--- config.mk ---
export PLATFORM = sky130hd
export DESIGN_NAME = player_input_ctrl_flat
export DESIGN_NICKNAME = d
export VERILOG_FILES = /design/src/rtl/player_input_ctrl_if.sv /design/src/rtl/player_input_ctrl.sv /design/src/flat_wrapper.sv
export SDC_FILE = /design/constraint.sdc
export NUM_CORES = 1
export LEC_CHECK = 0
export CAP_MARGIN = 5
export CORE_UTILIZATION = 51
export CTS_CLUSTER_DIAMETER = 30
export DETAILED_ROUTE_END_ITERATION = 16
export MAX_ROUTING_LAYER = met4
export PLACE_DENSITY = 0.79
export SLEW_MARGIN = 20
export SYNTH_ARGS = -nofsm -noshare
export SYNTH_HDL_FRONTEND = slang
export SYNTH_SLANG_ARGS = --single-unit
--- constraint.sdc ---
create_clock -name clock -period 5.2 [get_ports clock]
set_input_delay 0.78 -clock clock [delete_from_list [all_inputs] [get_ports clock]]
set_output_delay 0.78 -clock clock [all_outputs]
set_load 0.05 [all_outputs]
--- src/rtl/player_input_ctrl_if.sv ---
// ============================================================================
// Module      : player_input_ctrl_if
// Description : One-entry movement-step valid/ready channel toward game logic.
// Revision    : 1.0 - initial release
// ============================================================================
`default_nettype none

interface player_input_ctrl_if;
    logic       move_valid;
    logic [1:0] move_dir;
    logic       move_ready;

    modport master (
        output move_valid,
        output move_dir,
        input  move_ready
    );

    modport slave (
        input  move_valid,
        input  move_dir,
        output move_ready
    );
endinterface

`default_nettype wire

--- src/rtl/player_input_ctrl.sv ---
// ============================================================================
// Module      : player_input_ctrl
// Description : Frame-paced direction auto-repeat, step delivery and chop pulse.
// Revision    : 1.0 - initial release
// ============================================================================
`default_nettype none

module player_input_ctrl #(
    parameter int REPEAT_DELAY = 12,
    parameter int REPEAT_RATE  = 4
) (
    input  wire logic         clock,
    input  wire logic         reset_n,
    input  wire logic         vsync,
    input  wire logic         pause,
    input  wire logic         up,
    input  wire logic         down,
    input  wire logic         left,
    input  wire logic         right,
    input  wire logic         chop,
    player_input_ctrl_if.master mv,
    output logic [1:0]        player_direction,
    output logic              chop_pulse,
    output logic [7:0]        drop_count
);

    localparam int C_MAXP  = (REPEAT_DELAY > REPEAT_RATE) ? REPEAT_DELAY : REPEAT_RATE;
    localparam int C_CNT_W = (C_MAXP > 1) ? $clog2(C_MAXP) : 1;
    localparam logic [C_CNT_W-1:0] C_DELAY_LD = C_CNT_W'(REPEAT_DELAY - 1);
    localparam logic [C_CNT_W-1:0] C_RATE_LD  = C_CNT_W'(REPEAT_RATE - 1);

    typedef enum logic [1:0] {
        S_IDLE   = 2'd0,
        S_DELAY  = 2'd1,
        S_REPEAT = 2'd2
    } state_t;

    state_t               r_state, w_state_nx;
    logic [1:0]           r_hdir, w_hdir_nx;
    logic [C_CNT_W-1:0]   r_cnt, w_cnt_nx;
    logic                 r_vsync_q, r_chop_q;
    logic                 r_move_valid;
    logic [1:0]           r_move_dir;
    logic                 w_tick, w_sel_valid, w_gen;
    logic [1:0]           w_sel_dir, w_gen_dir;

    assign mv.move_valid = r_move_valid;
    assign mv.move_dir   = r_move_dir;

    assign w_tick      = vsync & ~r_vsync_q;
    assign w_sel_valid = up | down | left | right;

    always_comb begin
        w_sel_dir = 2'd3;
        if (up)        w_sel_dir = 2'd0;
        else if (down) w_sel_dir = 2'd1;
        else if (left) w_sel_dir = 2'd2;
    end

    // Edge-detect registers reset high so levels already high at release are not edges.
    always_ff @(posedge clock or negedge reset_n) begin
        if (!reset_n) begin
            r_vsync_q  <= 1'b1;
            r_chop_q   <= 1'b1;
            chop_pulse <= 1'b0;
        end else begin
            r_vsync_q  <= vsync;
            r_chop_q   <= chop;
            chop_pulse <= chop & ~r_chop_q & ~pause;
        end
    end

    always_ff @(posedge clock or negedge reset_n) begin
        if (!reset_n) begin
            r_state <= S_IDLE;
            r_hdir  <= 2'd0;
            r_cnt   <= '0;
        end else begin
            r_state <= w_state_nx;
            r_hdir  <= w_hdir_nx;
            r_cnt   <= w_cnt_nx;
        end
    end

    always_comb begin
        w_state_nx = r_state;
        w_hdir_nx  = r_hdir;
        w_cnt_nx   = r_cnt;
        w_gen      = 1'b0;
        w_gen_dir  = w_sel_dir;
        if (w_tick && !pause) begin
            case (r_state)
                S_IDLE: begin
                    if (w_sel_valid) begin
                        w_gen      = 1'b1;
                        w_hdir_nx  = w_sel_dir;
                        w_cnt_nx   = C_DELAY_LD;
                        w_state_nx = S_DELAY;
                    end
                end
                S_DELAY, S_REPEAT: begin
                    if (!w_sel_valid) begin
                        w_state_nx = S_IDLE;
                    end else if (w_sel_dir != r_hdir) begin
                        w_gen      = 1'b1;
                        w_hdir_nx  = w_sel_dir;
                        w_cnt_nx   = C_DELAY_LD;
                        w_state_nx = S_DELAY;
                    end else if (r_cnt == '0) begin
                        w_gen      = 1'b1;
                        w_gen_dir  = r_hdir;
                        w_cnt_nx   = C_RATE_LD;
                        w_state_nx = S_REPEAT;
                    end else begin
                        w_cnt_nx   = r_cnt - 1'b1;
                    end
                end
                default: w_state_nx = S_IDLE;
            endcase
        end
    end

    // Newest step wins; an overwrite of an unaccepted entry counts as a drop.
    always_ff @(posedge clock or negedge reset_n) begin
        if (!reset_n) begin
            r_move_valid     <= 1'b0;
            r_move_dir       <= 2'd0;
            player_direction <= 2'd0;
            drop_count       <= 8'd0;
        end else begin
            if (w_gen) begin
                r_move_valid     <= 1'b1;
                r_move_dir       <= w_gen_dir;
                player_direction <= w_gen_dir;
                if (r_move_valid && !mv.move_ready && drop_count != 8'hFF)
                    drop_count <= drop_count + 8'd1;
            end else if (r_move_valid && mv.move_ready) begin
                r_move_valid <= 1'b0;
            end
        end
    end

endmodule

`default_nettype wire
--- src/flat_wrapper.sv ---
// flat-port wrapper written by rule: the top's interface ports become plain ports
module player_input_ctrl_flat 
#(
    parameter int REPEAT_DELAY = 12,
    parameter int REPEAT_RATE  = 4
)
  (clock, reset_n, vsync, pause, up, down, left, right, chop, player_direction, chop_pulse, drop_count, mv_move_valid, mv_move_dir, mv_move_ready);
  player_input_ctrl_if mv_i ();
  input  wire logic clock;
  input  wire logic reset_n;
  input  wire logic vsync;
  input  wire logic pause;
  input  wire logic up;
  input  wire logic down;
  input  wire logic left;
  input  wire logic right;
  input  wire logic chop;
  output logic [1:0] player_direction;
  output logic chop_pulse;
  output logic [7:0] drop_count;
  output wire logic [$bits(mv_i.move_valid)-1:0] mv_move_valid;
  output wire logic [$bits(mv_i.move_dir)-1:0] mv_move_dir;
  input wire logic [$bits(mv_i.move_ready)-1:0] mv_move_ready;
  assign mv_move_valid = mv_i.move_valid;
  assign mv_move_dir = mv_i.move_dir;
  assign mv_i.move_ready = mv_move_ready;
  player_input_ctrl #(.REPEAT_DELAY(REPEAT_DELAY), .REPEAT_RATE(REPEAT_RATE)) u_core (.clock(clock), .reset_n(reset_n), .vsync(vsync), .pause(pause), .up(up), .down(down), .left(left), .right(right), .chop(chop), .mv(mv_i), .player_direction(player_direction), .chop_pulse(chop_pulse), .drop_count(drop_count));
endmodule
Word-level counts from Yosys, hierarchy flattened. Cells that the tools add are included.

Flip-flop bits (word level): 22. Output and inout bits: 14. Word-level logic and storage cells: 73.

$add $sub $neg: 2. Equal/unequal tests: 8. Multiplexer cells: 30. Bitwise gates (word level): 9. Reductions and logical operators: 15.

Operator list (number): $mux 2 (14); $mux 4 (4); $add 8x1->8 const B (1); $mux 1 (8); $ne 8x8->1 const B (1); $pmux 2 s2 (2); $pmux 4 s2 (1); $ne 2x1->1 const B (3); $reduce_and 5->1 (1); $logic_and 1x1->1 (4); $logic_not 4->1 (1); $ne 4x4->1 const B (1); $reduce_and 4->1 (1); $reduce_bool 2->1 (2); $sub 4x1->4 const B (1); $and 1x1->1 (3); $not 1->1 (3); $or 1x1->1 (3); $reduce_and 3->1 (1); $eq 2x1->1 const B (1); $eq 2x2->1 const B (1); $logic_not 1->1 (2); $logic_not 2->1 (1); $ne 2x2->1 (1); other kinds (3) (3).

Depth between registers and ports, before layout. Gate-level depths: netlist of the first run.

Depth in word-level cells: 9. Mapped depth: 7.

Worst setup path before layout of the first run. No wires, ideal clock.

Path type: in2reg. Start: input pause. End: register u_core.drop_count[1]. Library setup time: 0.125 ns. Arrival: 2.186 ns. Required time: 5.075 ns. Setup slack: 2.889 ns. Cell stages on the path: 5. Buffers on the path: 0. Cell sequence: or3b_4 > nor4_2 > nand4b_2 > nor2_1 > mux2_2.

Cells in the longest elaborated chain, start to end: 4.

Ends and longest elaborated chain: start: declaration (line flat_wrapper.sv:12) `input wire logic pause;`; $logic_not 1->1 (line player_input_ctrl.sv:91) `if (w_tick && !pause) begin`; $logic_and 1x1->1 (line player_input_ctrl.sv:91); $mux 1 (line player_input_ctrl.sv:91); $reduce_and 2->1 (no source line); end signal: assignment (line player_input_ctrl.sv:136) `drop_count <= drop_count + 8'd1;`; end: declaration (line player_input_ctrl.sv:24) `output logic [7:0] drop_count`.

Every way passes these cells. A chain may end at the register's enable or synchronous reset.

Final worst setup path of the first run.
Start: input down. End: register u_core.r_state[0].

Cells in the longest elaborated chain, start to end: 6. Elaborated cells between the ends (all ways): 12. Classes of those cells: eq/ne: 3; mux: 5; bitwise: 3; reduce/logical: 1.

Ends and longest elaborated chain: start: declaration (line flat_wrapper.sv:14) `input wire logic down;`; $mux 2 (line player_input_ctrl.sv:56) `else if (down) w_sel_dir = 2'd1;`; $mux 2 (line player_input_ctrl.sv:55) `if (up) w_sel_dir = 2'd0;`; $ne 2x2->1 (line player_input_ctrl.sv:104) `end else if (w_sel_dir != r_hdir) begin`; $mux 2 (line player_input_ctrl.sv:104); $mux 2 (line player_input_ctrl.sv:102) `if (!w_sel_valid) begin`; $pmux 2 s2 (line player_input_ctrl.sv:92) `case (r_state)`; end signal: assignment (line player_input_ctrl.sv:79) `r_state <= w_state_nx;`; end: declaration (line player_input_ctrl.sv:38) `state_t r_state, w_state_nx;`.

Parallel ways exist; a longest one is shown, timed or not.

==> results of run 1 <==
[metal layers]
| layer | routed length (um) | part of all wire [%] |
|---|---|---|
| met4 | 35 | 1.6 |
| met2 | 1065 | 48 |
| met3 | 118 | 5.3 |
| met5 | 0 | 0 |
| met1 | 997 | 45 |
[layout by cell type (no fill, tap or decap), types with 2 or more instances in the layout]
cell type,Yosys,routed
sky130_fd_sc_hd__clkdlybuf4s50_1,0,22
sky130_fd_sc_hd__dfrtp_1,20,20
sky130_fd_sc_hd__nor2_1,9,9
sky130_fd_sc_hd__inv_1,8,8
sky130_fd_sc_hd__xor2_1,8,8
sky130_fd_sc_hd__nand2_1,8,8
sky130_fd_sc_hd__mux2_2,6,6
sky130_fd_sc_hd__nor3_1,5,5
sky130_fd_sc_hd__ha_1,5,5
sky130_fd_sc_hd__a31oi_1,4,4
sky130_fd_sc_hd__a21oi_1,3,3
sky130_fd_sc_hd__nand3_1,3,3
sky130_fd_sc_hd__nor4_1,3,3
sky130_fd_sc_hd__clkbuf_4,0,3
sky130_fd_sc_hd__nor3b_1,2,2
sky130_fd_sc_hd__nand4_1,2,2
sky130_fd_sc_hd__nor2b_1,2,2
sky130_fd_sc_hd__a21boi_0,2,2
sky130_fd_sc_hd__a21o_1,2,2
sky130_fd_sc_hd__mux2i_1,2,2
sky130_fd_sc_hd__dfstp_2,2,2
[sequential cells by signal, indices dropped and copies added, names as in the netlist]
signal / cells
u_core.drop_count: 8
u_core.r_cnt: 4
u_core.player_direction: 2
u_core.r_hdir: 2
u_core.r_state: 2
u_core.chop_pulse: 1
u_core.mv.move_valid: 1
u_core.r_chop_q: 1
u_core.r_vsync_q: 1
[power breakdown]
part	total [mW]	internal (mW)	switching, mW
Combinational	0.297	0.114	0.183
Sequential	0.244	0.211	0.0331
Clock	0.0917	0.0427	0.0491
Total	0.633	0.367	0.266
[cells by family after synthesis]
family	count (synthesis)
AND/OR/NAND/NOR	42
flip-flops	22
multiplexers	8
buffers and inverters	10
AO/OA/AOI/OAI	15
XOR/XNOR	8
adder cells (fa/ha/maj)	5
[how the worst min path moves through the flow]
stage / slack (ps) / cells past startpoint / endpoint / from
final: 420 / 1 / u_core.drop_count[1] / reset_n
after global placement: 470 / 1 / u_core.drop_count[5] / u_core.drop_count[5]
after detailed placement: 490 / 1 / u_core.drop_count[7] / u_core.drop_count[7]
after global routing: 450 / 1 / u_core.drop_count[5] / reset_n
after floorplan: 470 / 1 / u_core.r_cnt[2] / u_core.r_cnt[2]
after CTS: 520 / 1 / u_core.drop_count[7] / u_core.drop_count[7]
[final cells by class]
cell class	count	share of cell area, %
clock buffer	4	2.498
inverter	8	2.067
multi-input combinational	78	39.53
sequential	22	38.07
tap	27	2.326
timing repair buffer	23	15.50
==> results.md, run 1 <==
Worst setup path:
- Grouping stages by cell kind, the critical path spends the most delay in simple AND/OR/NAND/NOR gates.
- The worst register-to-register path begins at u_core.r_state[0].
- The end of the critical path is u_core.r_state[0].
- Measured in cells, the most critical reg-to-reg path has a length of 7.
- Together, buffers and inverters on the worst path number 2.
- The sort of element at the start of the critical path is an input pin.
- The critical path starts at down.
- The cell with the biggest individual delay on the critical path is sky130_fd_sc_hd__nor4_1.
- In this run the critical register-to-register path is captured at u_core.drop_count[1].
- The logic depth of the worst setup path including buffers is 5.
- The signal arrival time at the worst endpoint is 2850 ps.
- Walking the worst path, the cells encountered are clkdlybuf4s50_1 -> nor4_1 -> inv_1 -> a31oi_1 -> mux2_2.
- Along the worst path, the maximum fanout reaches 6.
- STA puts the critical path data required time at 5390 ps.
- For flop-to-flop paths, the worst setup slack is 3070 ps.
- The type of the worst setup path is in -> reg.
- STA classifies the critical path endpoint as a register.
- The critical path's largest stage delay is 800 ps.

Hold path:
- The worst hold path belongs to the class in -> async.

Yosys:
- The unique cell type count in the Yosys netlist is 32.
- The share of synthesized flip-flops with an asynchronous set or reset is 100.0%.
- Ranked by instance count, the synthesized netlist is headed by sky130_fd_sc_hd__dfrtp_1 (20), sky130_fd_sc_hd__nor2_1 (9), sky130_fd_sc_hd__inv_1 (8), sky130_fd_sc_hd__nand2_1 (8), sky130_fd_sc_hd__xor2_1 (8).
- The cell area after technology mapping is 1172 sq um.
- By area, the combinational part of the netlist is dominated by simple AND/OR/NAND/NOR gates.
- The simple-gate share of the synthesized area is 21.24%.
- The synthesized netlist devotes 8.965% of its cell area to compound gates.
- The number of nets in the synthesized netlist is 125.
- The adder-cell share of the synthesized area is 5.336%.
- The Yosys warning count is 0.
- The count of flip-flops with a built-in enable after synthesis is 0.
- After synthesis the netlist holds a flip-flop and latch count of 22.
- The largest total area in the synthesized netlist belongs to sky130_fd_sc_hd__dfrtp_1.
- The xor/xnor share of the synthesized area is 5.977%.
- The mean instance size in the synthesized netlist is 10.66 sq um.
- The synthesized instance count is 110.
- The share of synthesized area in the top cell type comes to 42.69%.
- Among all flip-flop cells after synthesis, the most frequent one is sky130_fd_sc_hd__dfrtp_1.
- For this run, the register share of the synthesized area comes to 47.17%.
- Yosys instantiated no cell more often than sky130_fd_sc_hd__dfrtp_1.
- The fraction of synthesized area in multiplexers is 7.471%.
- After synthesis, the cell types taking the most area are sky130_fd_sc_hd__dfrtp_1 (43%), sky130_fd_sc_hd__xor2_1 (6.0%), sky130_fd_sc_hd__mux2_2 (5.8%).

GRT:
- For met2 alone, demand over resource in global routing was 34.91%.
- The first global-routing pass estimated 3877 um of wire.
- The global-route congestion overflow total is 0.
- The number of antenna violations at the first check in global routing came to 0.
- The most utilized layer in the global route result is met2.
- Global routing used 21.46% of the available tracks.
- The pin count of the biggest net entering global routing is 23.
- The met3 usage is 3.704%.
- For this run, global-route usage on met1 was measured as 26.98%.
- The via count of the first global-routing pass came to 845.

Pwr:
- Power spread over the standard cell area amounts to 435.4 nW/um^2.
- The maximum resistive drop on vdd is 314.3 uV.
- The total power draw is 632.5 uW.
- The static leakage is 0.6726 nW.

STA:
- For the pin with the worst max-slew slack, the measured transition is 887.5 ps.
- Adding up every negative setup slack in the final design gives 0 ps.
- Setup repair after global routing left no endpoint under its margin.
- For the finished layout, the period the worst path requires is 2659 ps.
- The worst hold-check slack is 415.9 ps.
- In the finished design, the share of the clock period the worst path needs comes to 51.13%.
- The count of final max-slew check failures is 0.
- Across all setup checks in the final design, the least slack found is 2541 ps.
- Setup violations remaining at the end of the flow were counted as 0.
- For the final database, setup skew stands at 9.656 ps.
- Based on the critical path, the design can be clocked at up to 0.3761 GHz.
- The number of hold violations in the final report is 0.
- The worst pin sits at a relative slew slack of 40.29%.

Layout:
- Of the cells placed in the final design, the portion with a size suffix greater than 1 is 13.33%.
- The area taken by multi-input logic gates is 574.3 sq um.
- 0 antenna diodes ended up in the layout.
- Relative to the synthesized area, the layout overhead comes to 23.91%.
- The footprint of the flip-flops and latches is 553.0 sq um.
- The layout filler cell count is 161.
- The net count reported at finish is 151.
- The finished layout holds 162 standard cells, fillers aside.
- The final design area excluding fillers is 1453 sq um.
- At the end of the flow the core is filled with cells to 70.45%.

Floorplanning:
- From bottom edge to top edge, the die measures 49.95 um.
- For this design the top-level I/O count stands at 24.
- After floorplanning, the core was divided into 16 placement rows.
- The floorplan step set the die width to 49.95 um.
- The die covers 2495 sq um.
- The initial standard-cell utilization of the core is 56.86%.
- The core footprint is 2062 sq um.

Routing:
- The pre-antenna-repair detailed-routing pass consisted of 4 iterations.
- In the routed layout, each cell is associated on average with a via count of 5.654.
- For this run, design rule violations remaining after detail routing come to 0.
- For this block, the routed nets add up to 2217 um of wire.
- The number of DRC markers in iteration 0 is 24.
- The final route contains 916 vias.
- The post-route antenna net violation count is 0.
- In the final routed layout, each cell accounts on average for 13.69 um.

Clock network:
- The number of buffers on the longest clock path is 2.
- The clock drives 22 sinks.
- The quantity of gates resized following cts is 0.
- The number of buffers inserted by hold repair at cts is 0.
- The count of buffers added by post-CTS timing repair for setup is 0.
- In this run, CTS created clock tree buffers numbering 3.
- The buffer type at the clock tree root is sky130_fd_sc_hd__clkbuf_4.
- The clock-pin slew on the worst setup and hold paths is 120 ps.
- The clock latency at the later pin of the worst-skew pair is 300 ps.
- In this run the number of H-tree levels came out at 1.
- The TritonCTS clock tree is done.

Place:
- The placed wire-length estimate after detailed placement is 1707 um.
- The weighted congestion reported at the end of routability-driven placement is 0.8014.
- Summing all placed instances gives a cell area of 1421 sq um.
- The placement-stage worst setup slack is 2223 ps.
- The count of port buffers added during placement is 23.
- In this run, placement finished with an instance count of 158.

Status:
- The run finished with clean final reports.

Flow run:
- The number of max-cap violations is 0.
Power figures use the tool's default switching activity.
==> run 2, diff against run 1 <==
- CORE_UTILIZATION: 51 -> 50
- PLACE_DENSITY: 0.79 -> 0.78
- clock period: 5.2 -> 2.47 ns (I/O delays scaled with it)
==> run 2 against run 1 <==
  * Global-route usage shrank 2.0 points
  * Die area rose by 1.9%
  * Via count decreased by 0.98%
  * Combinational power is 120% higher
  * Non-clock buffer count rose by 6
  * Sequential power increased by 110%
  * Core utilization decreased by 1.7 points
==> results.md, run 2 (synthesized netlist as in run 1, its figures left out) <==
Status:
- The flow ran to the end, and the final reports show no timing, DRC or antenna violations.

Floorplanning:
- The initial utilization of the core area, before any placement, comes to 53.00%.
- The core footprint is 2212 sq um.
- The x dimension of the die is 50.42 um.
- The initialized floorplan defines 17 standard-cell rows.
- The die covers 2542 sq um.
- The boundary pin count is 24.
- The height of the die is 50.42 um.

Routing:
- The remaining design rule violation count is 0.
- Dividing the detail-routed via count by the number of cells gives 5.367.
- For this run, the detailed router's first-pass iteration total came to 4.
- The total wirelength of the detailed-routed design is 2149 um.
- The average wire per standard cell is 12.72 um.
- The detailed router placed 907 vias in this run.
- After the first detailed-routing iteration, the DRC count stood at 22.
- The post-route antenna net violation count is 0.

Layout:
- Of the cells placed in the final design, the portion with a size suffix greater than 1 is 16.31%.
- Ranked by flip-flop count, first place goes to u_core.drop_count.
- From synthesis to final layout, the design area changed by 29.67%.
- The net count reported at finish is 157.
- The layout has 183 filler cells.
- Leaving out fill and tap cells, the most frequent cell in the layout is sky130_fd_sc_hd__clkdlybuf4s50_1.
- The largest registers in the layout are u_core.drop_count (8), u_core.r_cnt (4).
- The repair_antennas step left the layout with diodes totalling 0.
- The library cells used most frequently in the layout, excluding fill and tap cells, are sky130_fd_sc_hd__clkdlybuf4s50_1 (23), sky130_fd_sc_hd__dfrtp_1 (20), sky130_fd_sc_hd__nor2_1 (9).
- The flip-flop count of the largest register after layout is 8.

Clock network:
- The number of buffers inserted by hold repair at cts is 0.
- The clock latency at the later pin of the worst-skew pair is 310 ps.
- The number of clock sinks seen by CTS is 22.
- The number of buffers on the longest clock path is 2.
- TritonCTS built the clock tree.
- After clock tree synthesis, the clock-pin slew on the worst setup and hold paths is 120 ps.
- CTS built an H-tree with a depth of 1.
- The count of buffers added by post-CTS timing repair for setup is 0.
- Post-CTS repair changed the size of 0 cells.
- TritonCTS created 3 clock buffers.
- The buffer type at the clock tree root is sky130_fd_sc_hd__clkbuf_4.

STA:
- The clock arrives with 9.089 ps of skew.
- The post-route clock period utilization is 87.24%.
- The count of final max-slew check failures is 0.
- For the pin with the worst max-slew slack, the measured transition is 540.2 ps.
- The number of hold violations in the final report came to 0.
- The headroom to the max-slew limit is 63.66%.
- The maximum frequency from static timing analysis is 0.4641 GHz.
- The number of failing setup endpoints in the final timing report is 0.
- Setup repair after global routing left no endpoint under its margin.
- The worst path in the final design needs a cycle of 2155 ps, including I/O delays and setup.
- The worst hold-check slack is 349.1 ps.

Worst setup path:
- The worst setup path is launched from an input pin.
- The category of the worst setup path capture point is a register.
- Of all nets on the critical path, the largest fanout is 7.
- For the worst setup path, the data required time is 2670 ps.
- The worst setup path is of the in -> reg kind.
- The signal arrival time at the worst endpoint is 2360 ps.

Pwr:
- The power per cell area is 946.4 nW/um^2.
- The total power draw is 1.439 mW.
- IR analysis of the VDD net gives a maximum drop of 703.6 uV.
- Summed over all cells, the static leakage comes to 0.7098 nW.

Place:
- The weighted congestion reported at the end of routability-driven placement is 0.8413.
- The placed wire-length estimate after detailed placement is 1708 um.
- Buffers placed on the I/O ports in this run total 23.

GRT:
- Global routing finished with a remaining overflow of 0.
- Global routing consumed, over all layers together, 19.47% of the routing resources.
- Entering global routing, the biggest net connects 14 pins.
- The number of antenna violations at the first check in global routing is 0.
- The first-pass GRT wire length is 3629 um.
- The via count of the first global-routing pass is 854.

Flow run:
- Max-cap violations in this run came to 0.

Hold path:
- The min-delay analysis places its worst path in the category in -> async.
-- run 2: cell count changes in the layout (fill, tap and decap cells not counted), sizes merged --
| cell | previous run | this run |
|---|---|---|
| buf | 1 | 6 |
| bufinv | 0 | 1 |
| clkbuf | 4 | 3 |
| clkdlybuf4s50 | 22 | 23 |
-- run 2: layout make-up --
class	instances	area (sq um)	share of cell area, %
multi-input combinational	78	574.3	37.78
sequential	22	553.0	36.38
clock inverter	1	30.03	1.975
timing repair buffer	29	275.3	18.11
inverter	8	30.03	1.975
clock buffer	3	22.52	1.481
tap	28	35.03	2.305
-- run 2: where the power goes --
part	internal [mW]	switching, mW	leakage [nW]	total [mW]
combinational	0.263	0.392	0.404	0.655
sequential	0.443	0.0674	0.278	0.511
clock	0.164	0.110	0.0279	0.274
-- run 2: through the flow --
step	util, %	setup TNS [ps]	setup slack [ps]	cells	area [sq um]
finish	68.72	0	315.2	169	1520
global placement	66.35	0	61.76	165	1468
global route	68.72	0	188.6	169	1520
floorplan	-	0	568.7	110	1172
detailed placement	66.35	-25.18	-25.18	165	1468
CTS	68.72	0	306.0	169	1520
-- run 2: critical path, stage by stage --
cell	delay, ps
sky130_fd_sc_hd__clkdlybuf4s50_1	470
sky130_fd_sc_hd__or3b_4	390
sky130_fd_sc_hd__nor4_2	280
sky130_fd_sc_hd__nand4b_2	250
sky130_fd_sc_hd__nor2_1	240
sky130_fd_sc_hd__mux2_2	360
-- run 2: per-layer routing --
| metal | global-route usage [%] | up-vias | routed length, um |
|---|---|---|---|
| met3 | 2.727 | 3 | 108 |
| met5 | - | - | 0 |
| met1 | 27.38 | 423 | 1061 |
| met4 | 5.556 | 0 | 21 |
| li1 | - | 453 | - |
| met2 | 29.56 | 28 | 959 |
-- run 2: final timing paths --
path,from,end,slack [ps],cells past startpoint
max,vsync,u_core.drop_count[1],320,6
min reg2reg,u_core.drop_count[7],u_core.drop_count[7],510,1
max in group asynchronous,reset_n,u_core.r_vsync_q,1520,2
max reg2reg,u_core.r_state[0],u_core.drop_count[1],400,7
min in group clock,chop,u_core.r_chop_q,480,1
min,reset_n,u_core.r_cnt[3],350,1
